File: src/rtl/contra_phys_pkg.sv
// rtl/contra_phys_pkg.sv - shared types and helpers for the player motion engine
//
// Contents:
//   phys_state_t          air/ground FSM encoding
//   DIR_RIGHT / DIR_LEFT  values driven on the direction output
//   sat_vel               velocity increment with an upper (downward) limit
package contra_phys_pkg;

    typedef enum logic [1:0] {
        GROUND = 2'd0,
        RISE   = 2'd1,
        FALL   = 2'd2,
        DEAD   = 2'd3
    } phys_state_t;

    localparam logic DIR_RIGHT = 1'b0;
    localparam logic DIR_LEFT  = 1'b1;

    // Gravity only ever pushes velocity downward (positive), so a single
    // upper clamp is enough.
    function automatic int sat_vel(input int v, input int inc, input int max_v);
        return (v + inc > max_v) ? max_v : v + inc;
    endfunction

endpackage

File: src/rtl/platform_hit_detect.sv
// rtl/platform_hit_detect.sv - combinational support/landing test against N platforms
//
// Ports:
//   plat_start/plat_end/plat_top  packed per-platform spans and top edges (index 0 in LSBs)
//   centre                        horizontal centre of the player after this frame's X move
//   old_feet/new_feet             feet row before and after this frame's Y move
//   player_h                      sprite height, used to derive the snapped top-left Y
//   vel_neg                       vertical velocity is upward (no landing possible)
//   supported                     some platform lies exactly under the current feet
//   landed                        feet crossed a platform top this frame
//   snap_y                        top-left Y that puts the feet on the landed platform
module platform_hit_detect #(
    parameter int COORD_W = 10,
    parameter int N_PLAT  = 4
) (
    input  logic [N_PLAT*COORD_W-1:0] plat_start,
    input  logic [N_PLAT*COORD_W-1:0] plat_end,
    input  logic [N_PLAT*COORD_W-1:0] plat_top,
    input  logic [COORD_W:0]          centre,
    input  logic [COORD_W:0]          old_feet,
    input  logic [COORD_W:0]          new_feet,
    input  logic [COORD_W-1:0]        player_h,
    input  logic                      vel_neg,
    output logic                      supported,
    output logic                      landed,
    output logic [COORD_W-1:0]        snap_y
);

    logic [COORD_W:0] top_w;
    logic             in_span;

    // Scanning from the highest index down lets the lowest index overwrite last.
    always_comb begin
        supported = 1'b0;
        landed    = 1'b0;
        snap_y    = '0;
        top_w     = '0;
        in_span   = 1'b0;
        for (int i = N_PLAT - 1; i >= 0; i--) begin
            top_w   = {1'b0, plat_top[i*COORD_W +: COORD_W]};
            in_span = ({1'b0, plat_start[i*COORD_W +: COORD_W]} <= centre) &&
                      (centre <= {1'b0, plat_end[i*COORD_W +: COORD_W]});
            if (in_span && (old_feet == top_w)) begin
                supported = 1'b1;
            end
            if (in_span && !vel_neg && (old_feet <= top_w) && (new_feet >= top_w)) begin
                landed = 1'b1;
                snap_y = COORD_W'(top_w - {1'b0, player_h});
            end
        end
    end

endmodule

File: src/rtl/player_physics.sv
// rtl/player_physics.sv - frame-tick player motion engine with air/ground FSM and lives
//
// Optional build macro: PLAYER_DOUBLE_JUMP_EN (one extra jump while airborne).
//
// Ports:
//   Clk, Reset                    system clock, asynchronous active-low reset
//   frame_tick, play_en           state advances only on a tick while playing
//   move_left/move_right/jump_btn decoded controller levels
//   player_w, player_h            sprite size
//   plat_start/plat_end/plat_top  packed platform spans and top edges
//   player_x, player_y            top-left position
//   vel_y                         signed vertical velocity (positive = down)
//   direction                     0 = right, 1 = left
//   on_ground, moving, scroll_en  status flags
//   lives, died, game_over        life count, one-Clk kill pulse, sticky end flag
module player_physics
    import contra_phys_pkg::*;
#(
    parameter int COORD_W    = 10,
    parameter int VEL_W      = 8,
    parameter int N_PLAT     = 4,
    parameter int X_STEP     = 2,
    parameter int GRAVITY    = 1,
    parameter int GRAV_DIV   = 3,
    parameter int JUMP_V     = 12,
    parameter int MAX_FALL   = 8,
    parameter int X_MIN      = 20,
    parameter int SCROLL_X   = 320,
    parameter int Y_MAX      = 479,
    parameter int START_X    = 30,
    parameter int START_Y    = 75,
    parameter int LIVES_INIT = 3
) (
    input  logic                      Clk,
    input  logic                      Reset,
    input  logic                      frame_tick,
    input  logic                      play_en,
    input  logic                      move_left,
    input  logic                      move_right,
    input  logic                      jump_btn,
    input  logic [COORD_W-1:0]        player_w,
    input  logic [COORD_W-1:0]        player_h,
    input  logic [N_PLAT*COORD_W-1:0] plat_start,
    input  logic [N_PLAT*COORD_W-1:0] plat_end,
    input  logic [N_PLAT*COORD_W-1:0] plat_top,
    output logic [COORD_W-1:0]        player_x,
    output logic [COORD_W-1:0]        player_y,
    output logic signed [VEL_W-1:0]   vel_y,
    output logic                      direction,
    output logic                      on_ground,
    output logic                      moving,
    output logic                      scroll_en,
    output logic [1:0]                lives,
    output logic                      died,
    output logic                      game_over
);

    localparam int GC_W = (GRAV_DIV > 1) ? $clog2(GRAV_DIV) : 1;

    localparam logic [COORD_W-1:0]      X_MIN_C   = COORD_W'(X_MIN);
    localparam logic [COORD_W-1:0]      SCROLL_C  = COORD_W'(SCROLL_X);
    localparam logic [COORD_W-1:0]      Y_MAX_C   = COORD_W'(Y_MAX);
    localparam logic [COORD_W-1:0]      START_X_C = COORD_W'(START_X);
    localparam logic [COORD_W-1:0]      START_Y_C = COORD_W'(START_Y);
    localparam logic [COORD_W-1:0]      X_STEP_C  = COORD_W'(X_STEP);
    localparam logic [COORD_W:0]        X_KILL_C  = (COORD_W+1)'((1 << COORD_W) - X_STEP);
    localparam logic signed [VEL_W-1:0] JUMP_C    = VEL_W'(-JUMP_V);
    localparam logic [1:0]              LIVES_C   = 2'(LIVES_INIT);
    localparam logic [GC_W-1:0]         GC_LAST   = GC_W'(GRAV_DIV - 1);

    phys_state_t              state, state_n;
    logic [GC_W-1:0]          grav_cnt, grav_air, grav_n;
    logic                     jump_prev, jump_edge, upd, air_jump_ok;
    logic [COORD_W-1:0]       hx, x_n, y_n, y_air, snap_y;
    logic                     hmove, dir_h, scroll_h;
    logic                     dir_n, scroll_n, moving_h, moving_n, ground_n;
    logic                     died_n, go_n, kill;
    logic [1:0]               lives_n;
    logic signed [VEL_W-1:0]  vel_air, vel_n;
    logic signed [COORD_W+1:0] y_sum;
    logic [COORD_W:0]         centre, old_feet, new_feet;
    logic                     supported, landed;

    assign upd       = frame_tick && play_en && !game_over;
    assign jump_edge = jump_btn && !jump_prev;

    // Horizontal step; both or neither button leaves X alone.
    always_comb begin
        hx       = player_x;
        hmove    = 1'b0;
        dir_h    = direction;
        scroll_h = 1'b0;
        if (move_left && !move_right) begin
            dir_h = DIR_LEFT;
            if (player_x > X_MIN_C) begin
                hx    = player_x - X_STEP_C;
                hmove = 1'b1;
            end
        end else if (move_right && !move_left) begin
            dir_h = DIR_RIGHT;
            if (player_x >= SCROLL_C) begin
                scroll_h = 1'b1;
            end else begin
                hx    = player_x + X_STEP_C;
                hmove = 1'b1;
            end
        end
    end

    // Airborne vertical step. Rising past the top of the screen pins Y at 0
    // rather than wrapping into the kill plane.
    always_comb begin
        if (grav_cnt == GC_LAST) begin
            grav_air = '0;
            vel_air  = VEL_W'(sat_vel(int'(vel_y), GRAVITY, MAX_FALL));
        end else begin
            grav_air = grav_cnt + 1'b1;
            vel_air  = vel_y;
        end
        y_sum = $signed({2'b00, player_y}) +
                $signed({{(COORD_W+2-VEL_W){vel_air[VEL_W-1]}}, vel_air});
        if (y_sum < 0) begin
            y_air = '0;
        end else if (y_sum[COORD_W]) begin
            y_air = '1;
        end else begin
            y_air = y_sum[COORD_W-1:0];
        end
    end

    assign centre   = {1'b0, hx} + (COORD_W+1)'(player_w >> 1);
    assign old_feet = {1'b0, player_y} + {1'b0, player_h};
    assign new_feet = {1'b0, y_air} + {1'b0, player_h};

    platform_hit_detect #(
        .COORD_W (COORD_W),
        .N_PLAT  (N_PLAT)
    ) u_hit (
        .plat_start (plat_start),
        .plat_end   (plat_end),
        .plat_top   (plat_top),
        .centre     (centre),
        .old_feet   (old_feet),
        .new_feet   (new_feet),
        .player_h   (player_h),
        .vel_neg    (vel_air[VEL_W-1]),
        .supported  (supported),
        .landed     (landed),
        .snap_y     (snap_y)
    );

    always_comb begin
        state_n  = state;
        x_n      = player_x;
        y_n      = player_y;
        vel_n    = vel_y;
        grav_n   = grav_cnt;
        dir_n    = direction;
        scroll_n = 1'b0;
        moving_h = 1'b0;
        lives_n  = lives;
        died_n   = 1'b0;
        go_n     = 1'b0;
        case (state)
            GROUND: begin
                x_n      = hx;
                dir_n    = dir_h;
                scroll_n = scroll_h;
                moving_h = hmove;
                // Jump is checked first so it wins over walking off an edge.
                if (jump_edge) begin
                    state_n = RISE;
                    vel_n   = JUMP_C;
                    grav_n  = '0;
                end else if (!supported) begin
                    state_n = FALL;
                    vel_n   = '0;
                    grav_n  = '0;
                end
            end
            RISE, FALL: begin
                x_n      = hx;
                dir_n    = dir_h;
                scroll_n = scroll_h;
                moving_h = hmove;
                if (air_jump_ok) begin
                    state_n = RISE;
                    vel_n   = JUMP_C;
                    grav_n  = '0;
                end else begin
                    y_n    = y_air;
                    vel_n  = vel_air;
                    grav_n = grav_air;
                    if (landed) begin
                        state_n = GROUND;
                        y_n     = snap_y;
                        vel_n   = '0;
                        grav_n  = '0;
                    end else begin
                        state_n = vel_air[VEL_W-1] ? RISE : FALL;
                    end
                end
            end
            default: begin
                died_n = 1'b1;
                if (lives == 2'd0) begin
                    go_n = 1'b1;
                end else begin
                    lives_n = lives - 2'd1;
                    x_n     = START_X_C;
                    y_n     = START_Y_C;
                    vel_n   = '0;
                    grav_n  = '0;
                    state_n = FALL;
                end
            end
        endcase
        kill = (y_n > Y_MAX_C) || ({1'b0, x_n} >= X_KILL_C);
        if ((state != DEAD) && kill) begin
            state_n = DEAD;
        end
        ground_n = (state_n == GROUND);
        moving_n = moving_h || (state_n != GROUND);
    end

`ifdef PLAYER_DOUBLE_JUMP_EN
    logic air_jump_used, air_jump_n;

    assign air_jump_ok = jump_edge && !air_jump_used && ((state == RISE) || (state == FALL));
    assign air_jump_n  = ((state_n == GROUND) || (state == DEAD)) ? 1'b0
                                                                  : (air_jump_used || air_jump_ok);

    always_ff @(posedge Clk or negedge Reset) begin
        if (!Reset) begin
            air_jump_used <= 1'b0;
        end else if (upd) begin
            air_jump_used <= air_jump_n;
        end
    end
`else
    assign air_jump_ok = 1'b0;
`endif

    always_ff @(posedge Clk or negedge Reset) begin
        if (!Reset) begin
            state     <= FALL;
            player_x  <= START_X_C;
            player_y  <= START_Y_C;
            vel_y     <= '0;
            grav_cnt  <= '0;
            direction <= DIR_RIGHT;
            on_ground <= 1'b0;
            moving    <= 1'b0;
            scroll_en <= 1'b0;
            lives     <= LIVES_C;
            died      <= 1'b0;
            game_over <= 1'b0;
            jump_prev <= 1'b0;
        end else begin
            died <= 1'b0;
            if (upd) begin
                state     <= state_n;
                player_x  <= x_n;
                player_y  <= y_n;
                vel_y     <= vel_n;
                grav_cnt  <= grav_n;
                direction <= dir_n;
                on_ground <= ground_n;
                moving    <= moving_n;
                scroll_en <= scroll_n;
                lives     <= lives_n;
                died      <= died_n;
                jump_prev <= jump_btn;
                if (go_n) begin
                    game_over <= 1'b1;
                end
            end
        end
    end

endmodule
File: config.mk
export PLATFORM = sky130hd
export DESIGN_NAME = player_physics
export DESIGN_NICKNAME = d
export VERILOG_FILES = /design/src/rtl/contra_phys_pkg.sv /design/src/rtl/platform_hit_detect.sv /design/src/rtl/player_physics.sv
export SDC_FILE = /design/constraint.sdc
export NUM_CORES = 1
export LEC_CHECK = 0
export CORE_ASPECT_RATIO = 0.7
export CORE_MARGIN = 3
export CORE_UTILIZATION = 41
export CTS_BUF_LIST = sky130_fd_sc_hd__clkbuf_16
export DETAILED_ROUTE_END_ITERATION = 10
export PLACE_DENSITY = 0.75
export SETUP_SLACK_MARGIN = 0.2
export SLEW_MARGIN = 15
export SYNTH_ARGS = -nofsm -noshare
export SYNTH_HDL_FRONTEND = slang
export SYNTH_SLANG_ARGS = --single-unit
File: constraint.sdc
create_clock -name Clk -period 7.05 [get_ports Clk]
set_input_delay 0.705 -clock Clk [delete_from_list [all_inputs] [get_ports Clk]]
set_output_delay 0.705 -clock Clk [all_outputs]
set_load 0.1 [all_outputs]
==> metrics.yaml <==
outcome:
  status: "complete, but fails checks"
  violations: "negative setup slack"
synthesis:
  synth_edf_count: 0
  syn_area_per_cell_um2: 7.85
  synthFlopType: "dfrtp_1"
  ys_types: 86
  yosys.area.top_type: "ha_1"
  ys_top_cells_by_count: "245 x ha_1, 165 x inv_1, 94 x a21oi_1"
  ys_async_sr_fraction_pct: 100
  ys_ff_latch: 41
  syn_nets: 1705
  ys_warn_count: 0
  synth-seq-area-share_pct: 10.2
  synth_cells: 1305
  synth.most_common_cell: "ha_1"
  synth_area_leaders: "ha_1 30%, dfrtp_1 7.3%, inv_1 6.0%, a21oi_1 4.6%, xnor2_1 4.3%"
  syn-cell-area_um2: 10200
  netlist.area_leader.share_pct: 29.9
routing:
  dr.pass1.iters: 8
  vias: 11336
  postRouteAntennaNets: 0
  post_drt_via_cell_ratio: 5.84
  wirelength_um: 38500
  drc: 0
  dr.first_iter.drc_count: 988
  wl_per_cell_um: 19.8
sta:
  finalHoldWorstSlack_ns: 0.511
  min_period_ns: 7.85
  drv_slew: 0
  period_share_pct: 111
  setup_viol: 23
  fin_ws_ns: -0.797
  hold_viol_final: 0
  maxSlewHeadroom_pct: 27.6
  tightest_slew_ns: 1.08
  skew_ns: 0.00646
  rsz0062_at_grt: "true"
  fmax_mhz: 127
  tns_ns: -14.36
final_layout:
  nets: 2023
  drive_gt1_share_pct: 18.7
  utilization_pct: 59.5
  syn2layout_area_growth_pct: 40.1
  antenna_cells: 0
global_route:
  gr-total-overflow: 0
  grt_pass1_wl_um: 58600
  grt_usage_pct: 26.8
  antenna_found_initial: 0
  grt_max_degree: 42
  grt_pass1_vias: 10718
floorplan:
  start_util_pct: 42.5
  core_area_um2: 24100
  die_y_um: 138
  num_rows: 47
  die_w_um: 195
  num_io_pins: 183
  dieArea_um2: 26900
setup_path:
  criticalPathCategory: "register to register"
  max_stage_delay_ns: 0.53
  crit_path_max_fanout: 5
  crit_path_start_kind: "register"
  cp.required_ns: 7.23
  endpoint_kind: "register"
  reg2reg_depth: 39
  arrival_ns: 8.03
  slowest_stage: "dfrtp_4"
cts:
  ctsLongestPathBuffers: 2
  clkSlewWorstSetupHoldPaths_ns: 0.06
  cts_tree: "done"
  cts_sinks: 41
  h-tree-depth: 2
  numCtsBuffers: 5
  clock_latency_ns: 0.29
  ctsHoldBuffers: 0
  clock-root-buffer: "clkbuf_16"
job:
  drv_cap: 0
min_path:
  hold_depth: 2
  hp-class: "register to register"
placed_design:
  hpwl_um: 31700
  gp_congestion: 0.977
  place_ws_ns: -0.763
  buffer_ports.inserted: 181
-- sequential cells by signal (all words and copies together), names as in the netlist --
register   cells
died           1
direction      1
game_over      1
grav_cnt       2
jump_prev      1
lives          2
moving         1
on_ground      1
player_x      10
player_y      10
scroll_en      1
state          2
vel_y          8
-- worst paths after layout --
path	start	endpoint	slack, ns
setup reg to reg	vel_y[0]$_DFFE_PN0P_	on_ground$_DFFE_PN0P_	-0.80
max in group asynchronous	Reset	vel_y[3]$_DFFE_PN0P_	5.77
hold / removal	scroll_en$_DFFE_PN0P_	scroll_en$_DFFE_PN0P_	0.51
setup / recovery	vel_y[0]$_DFFE_PN0P_	on_ground$_DFFE_PN0P_	-0.80
min in group asynchronous	Reset	vel_y[1]$_DFFE_PN0P_	0.57
hold reg to reg	scroll_en$_DFFE_PN0P_	scroll_en$_DFFE_PN0P_	0.51
-- cell type report --
class	instances	area (µm²)
Multi-Input combinational cell	1075	9070
Timing Repair Buffer	335	3030
Clock inverter	3	46.3
Tap cell	318	398
Inverter	165	619
Fill cell	2117	9760
Clock buffer	5	125
Sequential cell	41	1060
-- what timing repair did --
item / CTS / global route
pin swaps: 36 / 51
setup endpoints to repair: 23 / 24
buffers inserted: 17 / 20
resized for setup: 47 / 58
-- logic make-up after synthesis --
| kind of cell | count (synthesis) | synth area share, % |
|---|---|---|
| AO/OA/AOI/OAI | 408 | 27.6 |
| AND/OR/NAND/NOR | 340 | 17.1 |
| adder cells (fa/ha/maj) | 253 | 31.5 |
| buffers and inverters | 189 | 7.26 |
| XOR/XNOR | 67 | 5.73 |
| flip-flops | 41 | 10.2 |
| multiplexers | 7 | 0.733 |
-- routing by layer --
| metal | GRT usage [%] | wire [µm] | vias to the layer above |
|---|---|---|---|
| li1 | - | - | 5469 |
| met5 | 0 | 0 | - |
| met4 | 3.41 | 548 | 0 |
| met2 | 39.9 | 16100 | 524 |
| met1 | 40.9 | 18100 | 5301 |
| met3 | 5.03 | 3780 | 42 |
-- placed cells by master, fill, tap and decap left out, drive strengths merged, types with 6 or more instances in the layout --
cell type | synthesis | routed
o21a | 27 | 27
ha | 245 | 245
or3 | 10 | 10
clkdlybuf4s50 | 0 | 180
xor2 | 17 | 17
nor4 | 11 | 11
o211ai | 21 | 21
fa | 8 | 8
nor2 | 76 | 76
nor2b | 14 | 14
buf | 6 | 155
a31oi | 10 | 10
or2 | 6 | 6
o22ai | 6 | 6
dfrtp | 30 | 30
o21bai | 14 | 14
a211oi | 28 | 28
a211o | 6 | 6
a21o | 26 | 26
o32ai | 6 | 6
o31ai | 10 | 10
dfstp | 11 | 11
a21oi | 94 | 94
nand3 | 28 | 28
a221oi | 10 | 10
o41ai | 16 | 16
nand4 | 22 | 22
and2 | 13 | 13
nor3 | 29 | 29
nand2 | 87 | 87
a22oi | 8 | 8
xnor2 | 50 | 50
a22o | 14 | 14
o21ai | 71 | 71
inv | 165 | 165
nand2b | 25 | 25
-- per-stage QoR --
stage          instances  instance area (µm²)
2_1_floorplan       1305                10400
3_3_place_gp        1897                13300
4_1_cts             1922                13900
3_5_place_dp        1897                13300
5_1_grt             1942                14300
6_report            1942                14300
-- worst max-delay path: cells and delay by family (launching register included) --
kind / cells / cell delay (ns)
XOR/XNOR: 2 / 0.37
AO/OA/AOI/OAI: 16 / 3.08
adder cells (fa/ha/maj): 4 / 1.20
flip-flops: 1 / 0.53
buffers and inverters: 5 / 0.72
AND/OR/NAND/NOR: 12 / 1.81
Power is left out: the tool's default activity adds up to more than one toggle a clock period on the data nets, which glitch-free logic cannot reach.
